$ cat src/rtl/reset_sequencer.sv
// Reset sequencer: synchronises and debounces an external reset request, enforces a
// hold time, then releases NUM_CH active-low resets in order. Optional watchdog: RESET_SEQ_WDOG_EN.
module reset_sequencer #(
    parameter int NUM_CH        = 4,
    parameter int SYNC_STAGES   = 3,
    parameter int FILTER_CYCLES = 16,
    parameter int HOLD_CYCLES   = 64,
    parameter int STEP_CYCLES   = 16,
    parameter int CNT_W         = 16
`ifdef RESET_SEQ_WDOG_EN
    ,
    parameter int WDOG_CYCLES   = 65535
`endif
) (
    input  logic              clk,
    input  logic              reset,
    input  logic              rst_req_n_async,
    input  logic              soft_rst,
`ifdef RESET_SEQ_WDOG_EN
    input  logic              wdog_kick,
    output logic              wdog_fired,
`endif
    output logic [NUM_CH-1:0] reset_n_out,
    output logic              all_released,
    output logic [1:0]        seq_state
);

    localparam int IDX_W = (NUM_CH > 1) ? $clog2(NUM_CH) : 1;

    localparam logic [CNT_W-1:0] FILT_MAX  = CNT_W'(FILTER_CYCLES);
    localparam logic [CNT_W-1:0] HOLD_LAST = CNT_W'(HOLD_CYCLES - 1);
    localparam logic [CNT_W-1:0] STEP_LAST = CNT_W'(STEP_CYCLES - 1);
    localparam logic [IDX_W-1:0] IDX_LAST  = IDX_W'(NUM_CH - 1);

    typedef enum logic [1:0] {
        ST_ASSERT  = 2'd0,
        ST_RELEASE = 2'd1,
        ST_RUN     = 2'd2
    } state_t;

    logic [SYNC_STAGES-1:0] sync_q;
    logic [CNT_W-1:0]       filt_q, filt_d;
    logic                   req_ok;
    logic                   abort;

    state_t                 state_q, state_d;
    logic [NUM_CH-1:0]      rst_n_q, rst_n_d;
    logic                   all_q, all_d;
    logic [CNT_W-1:0]       hold_q, hold_d;
    logic [CNT_W-1:0]       step_q, step_d;
    logic [IDX_W-1:0]       idx_q, idx_d;

`ifdef RESET_SEQ_WDOG_EN
    localparam logic [CNT_W-1:0] WDOG_LAST = CNT_W'(WDOG_CYCLES - 1);

    logic [CNT_W-1:0] wdog_q, wdog_d;
    logic             fired_q, fired_d;
    logic             wdog_trip;

    // A missed kick is treated exactly like a dropped request: full resequence.
    assign wdog_trip = (state_q == ST_RUN) && (wdog_q == WDOG_LAST) && !wdog_kick;
    assign abort     = !req_ok || soft_rst || wdog_trip;

    always_comb begin
        wdog_d  = wdog_q;
        fired_d = fired_q | wdog_trip;
        if ((state_q != ST_RUN) || abort || wdog_kick) begin
            wdog_d = '0;
        end else begin
            wdog_d = wdog_q + CNT_W'(1);
        end
    end

    always_ff @(posedge clk) begin
        if (reset) begin
            wdog_q  <= '0;
            fired_q <= 1'b0;
        end else begin
            wdog_q  <= wdog_d;
            fired_q <= fired_d;
        end
    end

    assign wdog_fired = fired_q;
`else
    assign abort = !req_ok || soft_rst;
`endif

    // Low sample clears at once (fast assert); release needs FILTER_CYCLES highs in a row.
    assign req_ok = (filt_q == FILT_MAX);

    always_comb begin
        filt_d = filt_q;
        if (!sync_q[SYNC_STAGES-1]) begin
            filt_d = '0;
        end else if (filt_q != FILT_MAX) begin
            filt_d = filt_q + CNT_W'(1);
        end
    end

    always_comb begin
        state_d = state_q;
        rst_n_d = rst_n_q;
        all_d   = all_q;
        hold_d  = hold_q;
        step_d  = step_q;
        idx_d   = idx_q;

        if (abort) begin
            state_d = ST_ASSERT;
            rst_n_d = '0;
            all_d   = 1'b0;
            hold_d  = '0;
            step_d  = '0;
            idx_d   = '0;
        end else begin
            unique case (state_q)
                ST_ASSERT: begin
                    if (hold_q == HOLD_LAST) begin
                        rst_n_d[0] = 1'b1;
                        step_d     = '0;
                        idx_d      = IDX_W'(1);
                        if (NUM_CH == 1) begin
                            state_d = ST_RUN;
                            all_d   = 1'b1;
                        end else begin
                            state_d = ST_RELEASE;
                        end
                    end else begin
                        hold_d = hold_q + CNT_W'(1);
                    end
                end
                ST_RELEASE: begin
                    if (step_q == STEP_LAST) begin
                        for (int i = 0; i < NUM_CH; i++) begin
                            if (idx_q == IDX_W'(i)) begin
                                rst_n_d[i] = 1'b1;
                            end
                        end
                        step_d = '0;
                        if (idx_q == IDX_LAST) begin
                            state_d = ST_RUN;
                            all_d   = 1'b1;
                        end else begin
                            idx_d = idx_q + IDX_W'(1);
                        end
                    end else begin
                        step_d = step_q + CNT_W'(1);
                    end
                end
                ST_RUN: begin
                end
                default: begin
                    state_d = ST_ASSERT;
                    rst_n_d = '0;
                    all_d   = 1'b0;
                end
            endcase
        end
    end

    always_ff @(posedge clk) begin
        if (reset) begin
            sync_q  <= '0;
            filt_q  <= '0;
            state_q <= ST_ASSERT;
            rst_n_q <= '0;
            all_q   <= 1'b0;
            hold_q  <= '0;
            step_q  <= '0;
            idx_q   <= '0;
        end else begin
            sync_q  <= {sync_q[SYNC_STAGES-2:0], rst_req_n_async};
            filt_q  <= filt_d;
            state_q <= state_d;
            rst_n_q <= rst_n_d;
            all_q   <= all_d;
            hold_q  <= hold_d;
            step_q  <= step_d;
            idx_q   <= idx_d;
        end
    end

    assign reset_n_out  = rst_n_q;
    assign all_released = all_q;
    assign seq_state    = state_q;

endmodule

$ cat config.mk
export PLATFORM = sky130hd
export DESIGN_NAME = reset_sequencer
export DESIGN_NICKNAME = d
export VERILOG_FILES = /design/src/rtl/reset_sequencer.sv
export SDC_FILE = /design/constraint.sdc
export NUM_CORES = 1
export LEC_CHECK = 0
export ABC_AREA = 1
export CORE_MARGIN = 2
export CORE_UTILIZATION = 56
export DETAILED_ROUTE_END_ITERATION = 6
export GPL_TIMING_DRIVEN = 0
export PLACE_DENSITY = 0.74
export SLEW_MARGIN = 20
export SYNTH_ARGS = -nofsm -noshare
export SYNTH_HDL_FRONTEND = slang
export SYNTH_SLANG_ARGS = --single-unit
$ cat constraint.sdc
create_clock -name clk -period 2.11 [get_ports clk]
set_input_delay 0.3165 -clock clk [delete_from_list [all_inputs] [get_ports clk]]
set_output_delay 0.3165 -clock clk [all_outputs]
set_load 0.02 [all_outputs]
==> reports/results.ini, run 1 <==
[run_status]
status = finished clean

[setup_path]
path_delay_family = buffers and inverters
r2r_cells = 8
endpoint_kind = output pin
crit_start = seq_state[1]
r2r_end = idx_q[1]
crit_type = flop to output pin
arrival_ns = 1.48
critPathLaunchType = flop
critPathBufInv = 1
r2r-start = step_q[0]
cp_max_fo = 7
crit_slowest_cell = clkdlybuf4s50_1
cp_cell_sequence = clkdlybuf4s50_1
crit_path_max_incr_delay_ns = 0.67
rrSetupSlack_ns = 0.31
required_ns = 1.79

[clocking]
insertion_delay_ns = 0.33
cts_buffer_depth = 2
clk_pin_slew_ns = 0.06
clock_sinks = 59
postCtsSetupBuffers = 0
root_buffer = clkbuf_8
holdBufCountCts = 0
numCtsBuffers = 9
htreeDepth = 3
cts_tree = yes
ctsResizeCount = 0

[cells_and_area]
final_common_cell = nand2_1
finalNetCount = 523
final_cell_mix = 118 x nand2_1, 79 x nor2_1, 71 x inv_1, 59 x dfxtp_1, 27 x a21oi_1
final_util_pct = 63.6
multi_input_area_sq_um = 1800
drive_gt1_share_pct = 13.6
area_delta_synth_final_pct = 11.2
fillers = 549
antennaDiodeCount = 0
regArea_sq_um = 1180

[placement]
dp_hpwl_microns = 4640
io_buffers = 10
place_congestion = 0.893

[yosys]
synth_ff_type = dfxtp_1
synth.avg_cell_area_sq_um = 6.79
synth_cell_types = 33
async_reset_ff_share_pct = 0
synth_edf_count = 0
yosysWarnings = 0
ys_ff_latch = 59
synth_nets = 502
synth_area_sq_um = 3330
syn_inst = 490
yosysSeqAreaShare_pct = 35.5

[sta]
slew_headroom_pct = 57.8
timing.hold.ws_ns = 0.403
finalCritPeriodShare_pct = 85.3
post-route-min-period_ns = 1.80
tns_ns = 0
skew_ns = 0.00979
rsz0062_at_grt = no
clock.fmax_mhz = 555
finalHoldViolCount = 0
slew_viol_final = 0
worst-slew-pin-transition_ns = 0.631
setup_viol = 0

[global_routing]
grt_use_total_pct = 21.5
grt_pass1_vias = 2682
grt_max_degree = 11
grt_pass1_wl_microns = 11200
gr-total-overflow = 0
antenna_found_initial = 0

[power]
power.density_nw_per_um2 = 561
ir_worst_vdd_uv = 382
leakage_nw = 1.51

[job]
drv_cap = 0

[floorplan]
dieHeight_microns = 81.1
io_pins = 11
dieWidth_microns = 81.1
rows = 28
start_util_pct = 57.2
die_area_sq_um = 6570
core_region_area_sq_um = 5820

[worst_hold_path]
worstHoldStart = sync_q[0]
holdPathEnd = sync_q[1]
hp-class = flop to flop
hold_depth = 2

[detailed_routing]
drt_wl_total_microns = 6390
routedWlPerCell_microns = 10.8
drt-vias-per-instance = 4.96
first_pass_iters = 4
drc_errors = 0
ant_nets = 0
dr_total_vias = 2928
drt_iter0_drc = 101

-- final cells by class --
class,count,share of cell area [%]
Inverter,77,7.81
Sequential cell,59,31.9
Tap cell,75,2.54
Multi-Input combinational cell,349,48.7
Clock inverter,2,0.271
Buffer,5,1.52
Clock buffer,13,4.57
Timing Repair Buffer,10,2.71
-- synth_stat cells, types with 2 or more instances --
master | number | area, sq um
a21oi_1 | 27 | 135
a21oi_2 | 5 | 43.8
and3_1 | 5 | 31.3
buf_6 | 3 | 33.8
dfxtp_1 | 59 | 1180
ha_1 | 8 | 100
inv_1 | 71 | 267
inv_2 | 5 | 18.8
nand2_1 | 118 | 443
nand2_2 | 6 | 37.5
nand2_4 | 3 | 33.8
nand3_1 | 26 | 130
nand3_2 | 5 | 50.1
nand3_4 | 2 | 35.0
nand3b_1 | 3 | 22.5
nand4_1 | 2 | 12.5
nor2_1 | 79 | 297
nor2_2 | 8 | 50.1
nor2_4 | 7 | 78.8
nor3_1 | 9 | 45.0
o21ai_0 | 15 | 75.1
o21ai_1 | 5 | 25.0
o21ai_2 | 7 | 61.3
o21bai_1 | 3 | 22.5
-- through the flow --
| stage | cells | area, sq um | power [mW] | worst slack, ns |
|---|---|---|---|---|
| global placement | 575 | 3520 | 1.16 | 0.117 |
| floorplan | 490 | 3330 | 1.15 | 0.634 |
| CTS | 590 | 3700 | 2.10 | 0.308 |
| global route | 590 | 3700 | 2.15 | 0.185 |
| detailed placement | 575 | 3520 | 1.16 | 0.0994 |
| finish | 590 | 3700 | 2.07 | 0.310 |
-- logic make-up after synthesis --
kind of cell | after synthesis | share of synthesized area [%]
DFF | 59 | 35.5
and+or+nand+nor | 277 | 39.7
xor gates and xnor gates | 1 | 0.263
buffers and inverters | 82 | 10.4
adders and majority gates | 8 | 3.01
AOI/OAI and AO/OA | 63 | 11.1
-- registers in the layout, summed over array words and instances (netlist names) --
| name | count |
|---|---|
| idx_q | 2 |
| sync_q | 3 |
| step_q | 16 |
| seq_state | 2 |
| hold_q | 16 |
| reset_n_out | 4 |
| filt_q | 16 |
-- power by group --
part,internal (mW),switching (mW)
registers,1.12,0.000960
clock network,0.513,0.428
logic,0.00765,0.00892
-- how the worst max path moves through the flow --
stage | to | slack, ns | cells after the start
after floorplan | idx_q[1] | 0.63 | 8
after global placement | filt_q[11] | 0.12 | 5
after detailed placement | filt_q[11] | 0.1 | 5
after CTS | seq_state[1] | 0.31 | 1
after global routing | idx_q[1] | 0.18 | 8
final | seq_state[1] | 0.31 | 1
-- routing by layer --
layer | wire length, microns | share of wire, % | global-route usage, % | vias to the layer above
met1 | 3140 | 49 | 26.4 | 1301
li1 | - | - | - | 1571
met4 | 62 | 0.97 | 8.98 | 0
met3 | 195 | 3.1 | 3.33 | 8
met2 | 3000 | 47 | 37.4 | 48
met5 | 0 | 0 | 0 | -
Power figures use the tool's default switching activity.
==> run 2, diff against run 1 <==
--- a/config.mk
+++ b/config.mk
@@ -6,10 +6,10 @@
 export NUM_CORES = 1
 export LEC_CHECK = 0
 export ABC_AREA = 1
-export CORE_MARGIN = 2
 export CORE_UTILIZATION = 56
 export DETAILED_ROUTE_END_ITERATION = 6
 export GPL_TIMING_DRIVEN = 0
+export HOLD_SLACK_MARGIN = 0.02
 export PLACE_DENSITY = 0.74
 export SLEW_MARGIN = 20
 export SYNTH_ARGS = -nofsm -noshare
==> run 2 against run 1 <==
Against the previous run:
- routed wire length is 1.6% higher
- largest power group unchanged
- clock skew is 0.0013 ns higher
- die area fell by 4.9%
- cell count is 0.51% lower
- global-route usage up 2.1 points
- sequential cell count did not move
- critical path depth stayed put
- register-to-register slack about the same
- cell area is essentially flat
- largest cell class unchanged
==> reports/results.ini, run 2 (synthesis results as in run 1) <==
[cells_and_area]
final_common_cell = nand2_1
finalNetCount = 523  ; unchanged
fillers = 513  ; -6.6%
antennaDiodeCount = 0  ; unchanged
top_regs = filt_q (16), hold_q (16), step_q (16)
final_cell_mix = 118 x nand2_1, 79 x nor2_1, 71 x inv_1, 59 x dfxtp_1, 27 x a21oi_1
area_delta_synth_final_pct = 11.1  ; about the same
fin_cells = 587  ; -0.51%
drive_gt1_share_pct = 13.4  ; -0.19 points

[power]
leakage_nw = 1.51  ; -0.43%
ir_worst_vdd_uv = 365  ; -4.6%
power.density_nw_per_um2 = 562  ; +0.23%
finalPower_mw = 2.08  ; +0.16%

[detailed_routing]
drt_iter0_drc = 102  ; +0.99%
ant_nets = 0  ; unchanged
wl_met3_microns = 191  ; -2.1%
drt-vias-per-instance = 5.03  ; +1.3%
drt_wl_total_microns = 6500  ; +1.6%
routedWlPerCell_microns = 11.1  ; +2.2%
wl_met2_microns = 2980  ; -0.43%
drc_errors = 0  ; unchanged
wl_met1_microns = 3190  ; +1.7%
dr_total_vias = 2952  ; +0.82%
top_layer = met4
first_pass_iters = 4  ; unchanged

[worst_hold_path]
hp-class = flop to flop

[setup_path]
critPathBufInv = 1  ; unchanged
rrSetupSlack_ns = 0.31  ; about the same
crit_slowest_cell = clkdlybuf4s50_1
crit_path_max_incr_delay_ns = 0.67  ; about the same
required_ns = 1.79  ; about the same
cp_cell_sequence = clkdlybuf4s50_1
arrival_ns = 1.49  ; about the same
path_delay_family = buffers and inverters
cp_max_fo = 7  ; unchanged
critPathLaunchType = flop
endpoint_kind = output pin
crit_type = flop to output pin

[floorplan]
rows = 27  ; -3.6%
die_area_sq_um = 6250  ; -4.9%
dieWidth_microns = 79.1  ; -2.5%
core_region_area_sq_um = 5610  ; -3.6%
dieHeight_microns = 79.1  ; -2.5%
start_util_pct = 59.3  ; +2.1 points
io_pins = 11  ; unchanged

[clocking]
clk_pin_slew_ns = 0.06  ; about the same
ctsResizeCount = 0  ; unchanged
cts_tree = yes
root_buffer = clkbuf_8
holdBufCountCts = 0  ; unchanged
cts_buffer_depth = 2  ; unchanged
insertion_delay_ns = 0.33  ; about the same
postCtsSetupBuffers = 0  ; unchanged
numCtsBuffers = 9  ; unchanged
htreeDepth = 3  ; unchanged
clock_sinks = 59  ; unchanged

[sta]
finalCritPeriodShare_pct = 85.6  ; +0.25 points
worst-slew-pin-transition_ns = 0.599  ; -0.0319 ns
rsz0062_at_grt = no
setup_viol = 0  ; unchanged
skew_ns = 0.0111  ; +0.00131 ns
finalHoldViolCount = 0  ; unchanged
tns_ns = 0  ; unchanged
clock.fmax_mhz = 554  ; -0.29%
slew_headroom_pct = 59.9  ; +2.1 points
timing.hold.ws_ns = 0.410  ; +0.00640 ns
post-route-min-period_ns = 1.81  ; +0.00528 ns
slew_viol_final = 0  ; unchanged

[global_routing]
grt_pass1_vias = 2748  ; +2.5%
grt_use_total_pct = 23.6  ; +2.1 points
grt_max_degree = 11  ; unchanged
gr-total-overflow = 0  ; unchanged
antenna_found_initial = 0  ; unchanged
grt_pass1_wl_microns = 11700  ; +4.5%

[job]
drv_cap = 0  ; unchanged

[run_status]
status = finished clean

[placement]
dp_cells = 572  ; -0.52%
dp_hpwl_microns = 4890  ; +5.3%
io_buffers = 10  ; unchanged
place_congestion = 0.867  ; -2.9%

==> run 2: cell types whose count changed in the layout (fill, tap and decap cells not counted) <==
cell        previous run  this run
clkinv_2               2         0
clkbuf_1               1         2
clkinvlp_4             0         1
==> run 2: worst min-delay path, stage by stage (launching register included) <==
cell and delay [ns]:
dfxtp_1 0.30, inv_1 0.04, nor2_1 0.03
==> run 2: cell type report <==
class	count	area, sq um	area share [%]
Multi-Input combinational cell	349	1800	48.7
Sequential cell	59	1180	31.9
Inverter	77	289	7.82
Clock buffer	14	173	4.67
Timing Repair Buffer	10	100	2.71
Tap cell	72	90.1	2.44
Buffer	5	56.3	1.52
Clock inverter	1	7.51	0.203
==> run 2: stage by stage <==
| stage | cell area [sq um] | util [%] | setup WS [ns] |
|---|---|---|---|
| finish | 3700 | 65.9 | 0.304 |
| detailed placement | 3520 | 62.7 | 0.153 |
| CTS | 3700 | 65.9 | 0.299 |
| global placement | 3520 | 62.7 | 0.153 |
| floorplan | 3330 | - | 0.634 |
| global route | 3700 | 65.9 | 0.105 |
==> run 2: final timing paths <==
kind | start | to | cells past startpoint
min | sync_q[0] | sync_q[1] | 2
max | seq_state[1] | seq_state[1] | 1
min reg2reg | sync_q[0] | sync_q[1] | 2
max reg2reg | step_q[0] | idx_q[1] | 8
==> run 2: metal layers <==
layer | GRT usage (%) | vias to the layer above
li1 | - | 1577
met2 | 39.1 | 38
met3 | 4.25 | 13
met4 | 11.3 | 0
met1 | 29.5 | 1324
met5 | 0 | -
==> run 2: power breakdown <==
| part | total [mW] | switching (mW) | internal [mW] |
|---|---|---|---|
| clock network | 0.944 | 0.427 | 0.517 |
| logic | 0.0163 | 0.00870 | 0.00763 |
| registers | 1.12 | 0.00105 | 1.12 |
| total | 2.08 | 0.437 | 1.64 |
==> run 3, diff against run 2 <==
--- a/config.mk
+++ b/config.mk
@@ -6,11 +6,12 @@
 export NUM_CORES = 1
 export LEC_CHECK = 0
 export ABC_AREA = 1
-export CORE_UTILIZATION = 56
+export CORE_UTILIZATION = 35
+export CTS_BUF_LIST = sky130_fd_sc_hd__clkbuf_16
 export DETAILED_ROUTE_END_ITERATION = 6
 export GPL_TIMING_DRIVEN = 0
 export HOLD_SLACK_MARGIN = 0.02
-export PLACE_DENSITY = 0.74
+export PLACE_DENSITY = 0.5
 export SLEW_MARGIN = 20
 export SYNTH_ARGS = -nofsm -noshare
 export SYNTH_HDL_FRONTEND = slang
==> constraint.sdc (replaced) <==
create_clock -name clk -period 2.11 [get_ports clk]
set_input_delay 0.3165 -clock clk [delete_from_list [all_inputs] [get_ports clk]]
set_output_delay 0.3165 -clock clk [all_outputs]
set_load 0.005 [all_outputs]
==> run 3 against run 2 <==
Against the previous run:
- cell count rose by 9.9%
- setup slack better by 0.0055 ns
- count of clock-buffer cells in the layout shrank 5
- largest power group is now the clock network
==> reports/results.ini, run 3 (synthesis results as in run 1) <==
[placement]
dp_cells = 629  ; +10%
dp_hpwl_microns = 5080  ; +3.9%
place_congestion = 0.850  ; -2.1%
place_ws_ns = 0.0183  ; -0.134 ns
io_buffers = 10  ; unchanged
placed_area_sq_um = 3590  ; +2.0%

[sta]
slew_viol_final = 0  ; unchanged
rsz0062_at_grt = no
worst_slack_ns = 0.310  ; +0.00549 ns
finalCritPeriodShare_pct = 85.3  ; -0.26 points
clock.fmax_mhz = 555  ; +0.30%
post-route-min-period_ns = 1.80  ; -0.00549 ns
skew_ns = 0.00952  ; -0.00157 ns
worst-slew-pin-transition_ns = 0.685  ; +0.0858 ns
slew_headroom_pct = 54.2  ; -5.7 points
setup_viol = 0  ; unchanged
finalHoldViolCount = 0  ; unchanged

[worst_hold_path]
worstHoldStart = sync_q[0]
hp-class = flop to flop

[clocking]
htreeDepth = 3  ; unchanged
root_buffer = clkbuf_16
clk_pin_slew_ns = 0.05  ; about the same
cts_tree = yes
insertion_delay_ns = 0.33  ; about the same
clock_sinks = 59  ; unchanged
postCtsSetupBuffers = 0  ; unchanged
numCtsBuffers = 9  ; unchanged
cts_buffer_depth = 2  ; unchanged
ctsResizeCount = 0  ; unchanged
holdBufCountCts = 0  ; unchanged

[global_routing]
grt_use_total_pct = 15.9  ; -7.7 points
gr-total-overflow = 0  ; unchanged
grt_pass1_wl_microns = 12400  ; +6.5%
grt_max_degree = 12  ; +1
antenna_found_initial = 0  ; unchanged
grt_pass1_vias = 2702  ; -1.7%

[cells_and_area]
drive_gt1_share_pct = 14.0  ; +0.56 points
antennaDiodeCount = 0  ; unchanged
final_common_cell = nand2_1
final_cell_mix = 118 x nand2_1, 79 x nor2_1, 71 x inv_1, 59 x dfxtp_1, 27 x a21oi_1
area_delta_synth_final_pct = 16.7
fillers = 987  ; +92%
top_regs = filt_q (16), hold_q (16), step_q (16)
finalNetCount = 523  ; unchanged
final_cell_area_sq_um = 3880  ; +5.0%
fin_cells = 645  ; +9.9%

[detailed_routing]
routedWlPerCell_microns = 10.8  ; -2.6%
drt-vias-per-instance = 4.47  ; -11%
first_pass_iters = 4  ; unchanged
dr_total_vias = 2885  ; -2.3%
ant_nets = 0  ; unchanged
drt_iter0_drc = 115  ; +13%
drc_errors = 0  ; unchanged
drt_wl_total_microns = 6960  ; +7.0%

[setup_path]
endpoint_kind = flop
critPathLaunchType = flop
arrival_ns = 2.03  ; +0.54 ns
crit_top_cell = nand2_1
crit_slowest_cell = dfxtp_1
r2r-start = step_q[0]
crit_type = flop to flop
cp_cell_sequence = ha_1 > nand2_1 > nor3_1 > nand2_1 > nor2_2 > nand3_1 > nand2_1 > nand2_1 > nand2_1 > inv_1
required_ns = 2.34  ; +0.55 ns
cp_max_fo = 4  ; -3
crit_path_max_incr_delay_ns = 0.40  ; -0.27 ns
crit_start = step_q[0]

[floorplan]
dieHeight_microns = 99.5  ; +26%
io_pins = 11  ; unchanged
dieWidth_microns = 99.5  ; +26%
die_area_sq_um = 9900  ; +58%
core_region_area_sq_um = 9240  ; +65%
rows = 35  ; +30%
start_util_pct = 36.0  ; -23 points

[run_status]
status = finished clean

[job]
drv_cap = 0  ; unchanged

[power]
power.density_nw_per_um2 = 667  ; +19%
ir_worst_vdd_uv = 301  ; -17%
finalPower_mw = 2.59  ; +25%
leakage_nw = 1.56  ; +3.5%

## run 3: cell types whose count changed in the layout (fill, tap and decap cells not counted), sizes merged
cell,before,now
bufinv,0,1
clkinv,1,5
clkbuf,14,9
clkinvlp,1,2
## run 3: per-stage QoR
stage          hold slack [ns]  TNS, ns  utilization (%)
6_report                 0.405        0             42.0
5_1_grt                  0.417        0             42.0
4_1_cts                  0.405        0             42.0
3_5_place_dp             0.398        0             38.8
3_3_place_gp             0.390  -0.0103             38.8
2_1_floorplan            0.388        0                -
## run 3: layout make-up
| class | count | area, sq um | share of cell area, % |
|---|---|---|---|
| inverters | 77 | 289 | 7.44 |
| clock buffers | 9 | 225 | 5.80 |
| well taps | 129 | 161 | 4.16 |
| flip-flops and latches | 59 | 1180 | 30.4 |
| clock inverters | 7 | 68.8 | 1.77 |
| repair buffers | 10 | 100 | 2.58 |
| multi-input cells | 349 | 1800 | 46.4 |
| plain buffers | 5 | 56.3 | 1.45 |
## run 3: per-layer routing
layer	vias up	global-route usage [%]	routed length, microns
met4	0	7.47	129
met2	35	26.3	3080
met5	-	0	0
met1	1258	20.3	3560
met3	12	2.53	196
li1	1580	-	-
## run 3: worst max-delay path, delay by kind of cell (launching register included)
kind / cells / cell delay (ns)
fa+ha+maj: 1 / 0.26
flops: 1 / 0.40
simple gates: 8 / 1.02
buf+inv: 1 / 0.03
## run 3: final timing paths
check        slack, ns          to  depth (start not counted)
min reg2reg       0.40   sync_q[1]                          2
max reg2reg       0.31  step_q[14]                         10
max               0.31  step_q[14]                         10
min               0.40   sync_q[1]                          2
## run 3: where the power goes
part | leakage [nW] | switching, mW | total (mW) | internal [mW]
registers | 0.475 | 0.000884 | 1.12 | 1.12
logic | 0.941 | 0.00893 | 0.0166 | 0.00763
clock network | 0.141 | 0.548 | 1.46 | 0.908
